[src/rtl/clk_div_pkg.sv]
// Shared constants for the stopwatch timing front end: clock rate,
// the default debounce length and the fixed divider counter widths.
package clk_div_pkg;

  localparam int CLK_HZ        = 100_000_000;
  localparam int DB_CYCLES_DEF = 1_000_000;

  localparam int W1   = 27;
  localparam int W2   = 26;
  localparam int W7   = 18;
  localparam int WADJ = 26;

  // Width needed to count 0..modulus-1, never narrower than one bit.
  function automatic int cnt_width(input int modulus);
    return (modulus > 1) ? $clog2(modulus) : 1;
  endfunction

endpackage

[src/rtl/btn_debounce.sv]
// One push-button channel: two-flop synchronizer followed by a stability
// counter. The output follows only after DB_CYCLES consecutive differing samples.
module btn_debounce
  import clk_div_pkg::*;
#(
  parameter int DB_CYCLES = DB_CYCLES_DEF
) (
  input  logic clk,
  input  logic rst,
  input  logic din,
  output logic dout
);

  localparam int            CW   = cnt_width(DB_CYCLES);
  localparam logic [CW-1:0] LAST = CW'(DB_CYCLES - 1);

  logic          sync1;
  logic          sync2;
  logic [CW-1:0] cnt;

  // NOTE: every flop is reset here, synchronizer stages included, so the
  // level pressed before reset must be re-qualified from scratch afterwards.
  always_ff @(posedge clk or negedge rst) begin
    if (!rst) begin
      sync1 <= 1'b0;
      sync2 <= 1'b0;
      cnt   <= '0;
      dout  <= 1'b0;
    end else begin
      // NOTE: non-blocking assignments make sync1 -> sync2 a true two-stage shift.
      sync1 <= din;
      sync2 <= sync1;
      if (sync2 == dout) begin
        cnt <= '0;
      end else if (cnt == LAST) begin
        dout <= sync2;
        cnt  <= '0;
      end else begin
        cnt <= cnt + CW'(1);
      end
    end
  end

endmodule

[src/rtl/clk_div.sv]
// Stopwatch timing front end: four free-running divider counters whose zero
// value marks a tick, plus two debounced push-button levels.
module clk_div
  import clk_div_pkg::*;
#(
  parameter int DIV_1HZ   = CLK_HZ,
  parameter int DIV_2HZ   = CLK_HZ / 2,
  parameter int DIV_ADJ   = CLK_HZ / 5,
  parameter int DB_CYCLES = DB_CYCLES_DEF,
  parameter int SCAN_W    = W7
) (
  input  logic              clk,
  input  logic              rst,
  input  logic              btn_right,
  input  logic              btn_center,
  output logic [W1-1:0]     out1,
  output logic [W2-1:0]     out2,
  output logic [SCAN_W-1:0] out7seg,
  output logic [WADJ-1:0]   outadj,
  output logic              btn_reset,
  output logic              btn_set_pause
);

  localparam logic [W1-1:0]   LAST_1HZ = W1'(DIV_1HZ - 1);
  localparam logic [W2-1:0]   LAST_2HZ = W2'(DIV_2HZ - 1);
  localparam logic [WADJ-1:0] LAST_ADJ = WADJ'(DIV_ADJ - 1);

  // Same modulo-N pattern for every divider; the scan counter wraps at its width.
  always_ff @(posedge clk or negedge rst) begin
    if (!rst) begin
      out1    <= '0;
      out2    <= '0;
      out7seg <= '0;
      outadj  <= '0;
    end else begin
      out1    <= (out1   == LAST_1HZ) ? '0 : out1   + W1'(1);
      out2    <= (out2   == LAST_2HZ) ? '0 : out2   + W2'(1);
      outadj  <= (outadj == LAST_ADJ) ? '0 : outadj + WADJ'(1);
      out7seg <= out7seg + SCAN_W'(1);
    end
  end

  btn_debounce #(
    .DB_CYCLES (DB_CYCLES)
  ) u_db_reset (
    .clk  (clk),
    .rst  (rst),
    .din  (btn_right),
    .dout (btn_reset)
  );

  btn_debounce #(
    .DB_CYCLES (DB_CYCLES)
  ) u_db_set_pause (
    .clk  (clk),
    .rst  (rst),
    .din  (btn_center),
    .dout (btn_set_pause)
  );

endmodule

[config.mk]
export PLATFORM = sky130hd
export DESIGN_NAME = clk_div
export DESIGN_NICKNAME = d
export VERILOG_FILES = /design/src/rtl/clk_div_pkg.sv /design/src/rtl/btn_debounce.sv /design/src/rtl/clk_div.sv
export SDC_FILE = /design/constraint.sdc
export NUM_CORES = 1
export LEC_CHECK = 0
export BUFFER_PORTS_ARGS = -buffer_cell sky130_fd_sc_hd__buf_4
export CAP_MARGIN = 20
export CORE_ASPECT_RATIO = 0.8
export CORE_MARGIN = 5
export CORE_UTILIZATION = 62
export CTS_CLUSTER_DIAMETER = 80
export CTS_CLUSTER_SIZE = 12
export DETAILED_ROUTE_END_ITERATION = 16
export PLACE_DENSITY_LB_ADDON = 0.25
export SYNTH_ARGS = -nofsm -noshare
export SYNTH_HDL_FRONTEND = slang
export SYNTH_SLANG_ARGS = --single-unit
[constraint.sdc]
create_clock -name clk -period 3.13 [get_ports clk]
set_clock_uncertainty 0.05 [all_clocks]
set_input_delay 0.313 -clock clk [delete_from_list [all_inputs] [get_ports clk]]
set_output_delay 0.313 -clock clk [all_outputs]
set_load 0.01 [all_outputs]
==> impl_results.md <==
- Status: finished, final reports clean
- Synth cell types: 46
- Fillers: 733
- Via Count: 5742
- Io pins: 103
- CP Launch Type: flop
- Pwr dens: 460.4 nW/um^2
- Largest net degree at the start of global routing: 66
- Finished Cell Area: 8392 um^2
- Area of the core: 10850 um^2
- Arr. time, crit path: 2.47 ns
- FP Rows: 34
- Final antenna-violating net count: 0
- Reg2reg setup slack: 0.87 ns
- PnR Total Power: 3.863 mW
- Placed Cells: 909
- GRT Residual Overflow: 0
- Setup crit end kind: flop
- Synthesized net count: 683
- Maximum fanout along the worst path: 19
- Most common cell after layout, fill and taps aside: dfrtp_1
- Worst Tran Pin Value: 0.7935 ns
- Die Span Y: 104.1 um
- Cell-internal power: 3.054 mW
- DRT iter0 DRCs: 539
- P_sw: 0.8095 mW
- Crit path kind: flop to flop
- Placed Area: 7800 um^2
- Worst setup margin: 0.8709 ns
- Fin cells: 942
- CTS clk-pin slew, worst paths: 0.06 ns
- Total GRT Usage: 25.80%
- Post-Syn Area: 6857 um^2
- Switch share: 20.95%
- First-pass GRT wire length: 28000 um
- RSZ-0062 raised after global routing: no
- Ys flop type: dfrtp_1
- Post-Synthesis Cells: 673
- PortBufs: 102
- Die Area: 13280 um^2
- Worst hold slack: 0.2968 ns
- Warnings from Yosys: 0
- Number of max-cap violations: 0
- DRC viols: 0
- CTS tree: built
- Sequential power share: 48.4%
- DR WL/cell: 17.66 um
- Max IR drop VDD: 0.0003796 V
- Worst-skew pair later-pin latency: 0.41 ns
- CP delay by family, top: simple AND/OR/NAND/NOR gates
- Post-Route WL: 16640 um
- Post-DP HPWL: 11340 um
- Slowest library cell on the worst path: or4_4
- Commonest non-fill, non-tap cells in the layout: dfrtp_1, buf_4, nor2_1
- DIE WIDTH: 127.6 um
- Crit path largest cell delay: 0.54 ns
- Number of buffers created by CTS: 17
- Fmax: 442.6 MHz
- Syn avg cell area: 10.19 um^2
- Vias in the first global route: 5609
- Post-synth EDFFs: 0
- Sink Count: 143
- Post-CTS sizing: 0
- #FFs+latches synth: 143
- Core Util, Final: 77.36%
- Initial antenna violation count: 0
- Longest Clk Path Bufs: 2
- Max_slew headroom: 46.36%
- Slew Viols, Final: 0
- Hold WC Path Type: flop to flop
- Root Driver: clkbuf_16
- Async S/R FF share, synth: 100.0%
- Post-route clock period utilization: 72.18%
- N_diodes: 0
- Vias per inst: 6.096
- Layout cells sized above 1: 19.67%
- Starting density of the core: 63.21%
- Final Critical Period: 2.259 ns
- Buf+Inv Stages, Crit Path: 0
- DRT Pass-1 Iters: 5
- Routability cong.: 0.8765
- Area growth syn-to-layout: 22.39%
- Final setup vio count: 0
- Cell Chain, Critical Path: or4b_1, or4_4, o21ai_4, nor2_1
- Post-synthesis sequential area ratio: 52.19%
- Crit path required time: 3.35 ns
- H-tree levels: 4
- Combinational share of power: 1.8%
- Fin nets: 797
- Clk pwr share: 49.7%
- Fin. Hold Viols: 0
- Leakage: 3.679 nW
- Setup TNS: 0 ns
- Pre-CTS setup slack: 0.8986 ns
what timing repair did:
action	CTS	global route
endpoints found under the hold margin	48	0
setup buffers	0	0
hold buffers	3	0
endpoints found under the setup margin	0	0
per-layer routing:
layer | global-route usage (%) | vias up | routed length, um
met1 | 35.24 | 2801 | 7032
met5 | 0 | - | 0
met3 | 7.957 | 41 | 1213
met4 | 7.273 | 0 | 363
li1 | - | 2661 | -
met2 | 40.08 | 239 | 8027
path summary, 6_finish.rpt:
path	cells past startpoint	to	startpoint
max	4	u_db_set_pause.cnt[12]$_DFF_PN0_	u_db_set_pause.cnt[8]$_DFF_PN0_
min	0	u_db_reset.sync2$_DFF_PN0_	u_db_reset.sync1$_DFF_PN0_
max reg2reg	4	u_db_set_pause.cnt[12]$_DFF_PN0_	u_db_set_pause.cnt[8]$_DFF_PN0_
min reg2reg	0	u_db_reset.sync2$_DFF_PN0_	u_db_reset.sync1$_DFF_PN0_
max in group asynchronous	3	out2[6]$_DFF_PN0_	rst
min in group asynchronous	2	u_db_reset.cnt[4]$_DFF_PN0_	rst
power groups by stage:
stage | logic [mW] | registers (mW) | clock network (mW)
after floorplan | 0.0210 | 1.90 | 0
after global placement | 0.0669 | 1.90 | 0
after detailed placement | 0.0703 | 1.90 | 0
after CTS | 0.0737 | 1.87 | 1.95
after global routing | 0.0834 | 1.87 | 2.04
final | 0.0706 | 1.87 | 1.92
state kept, by name (all words and copies together), names as in the netlist, 18 cells and up:
name / cells
out7seg: 18
out2: 26
outadj: 26
u_db_reset.cnt: 20
out1: 27
u_db_set_pause.cnt: 20
cell families (layout without fill, tap and decap cells):
| family | after synthesis | count (layout) | synth area share, % |
|---|---|---|---|
| buffers and inverters | 29 | 154 | 1.806 |
| adders and majority gates | 6 | 6 | 1.095 |
| xor gates and xnor gates | 90 | 90 | 11.50 |
| and+or+nand+nor | 327 | 327 | 26.41 |
| muxes | 2 | 2 | 0.3284 |
| AOI/OAI and AO/OA | 76 | 76 | 6.679 |
| DFF | 143 | 143 | 52.19 |
Yosys cell counts, types with 2 or more instances:
cell type | count | share of area (%)
a21oi_1 | 34 | 2.5
nor3_1 | 19 | 1.4
or3_2 | 2 | 0.22
mux2_2 | 2 | 0.33
or4_4 | 3 | 0.49
ha_1 | 6 | 1.1
dfrtp_1 | 143 | 52
or3_1 | 15 | 1.4
or4_1 | 16 | 1.8
nand4_2 | 2 | 0.36
clkbuf_1 | 9 | 0.49
nor2_1 | 62 | 3.4
xor2_1 | 35 | 4.5
nor4bb_1 | 2 | 0.29
a31o_2 | 2 | 0.26
inv_1 | 13 | 0.71
nor4_1 | 8 | 0.73
and3_1 | 19 | 1.7
nor4b_1 | 7 | 0.89
nand4bb_1 | 2 | 0.33
xnor2_1 | 55 | 7.0
nand3_1 | 59 | 4.3
o31ai_1 | 13 | 1.4
nand4_1 | 34 | 3.1
a21oi_2 | 2 | 0.26
and4_1 | 8 | 1.0
nand4b_1 | 4 | 0.51
nand2_1 | 47 | 2.6
o21ai_0 | 20 | 1.5
nor2b_1 | 3 | 0.27
buf_2 | 5 | 0.36
and2_1 | 8 | 0.73
layout make-up:
cell class | count | area [um^2] | share of cell area, %
Sequential cell | 143 | 3578 | 42.64
Multi-Input combinational cell | 501 | 3166 | 37.72
Timing Repair Buffer | 111 | 857.1 | 10.21
Clock buffer | 19 | 442.9 | 5.278
Tap cell | 144 | 180.2 | 2.147
Clock inverter | 11 | 118.9 | 1.416
Inverter | 13 | 48.80 | 0.5815
(Power assumes the default switching activity.)
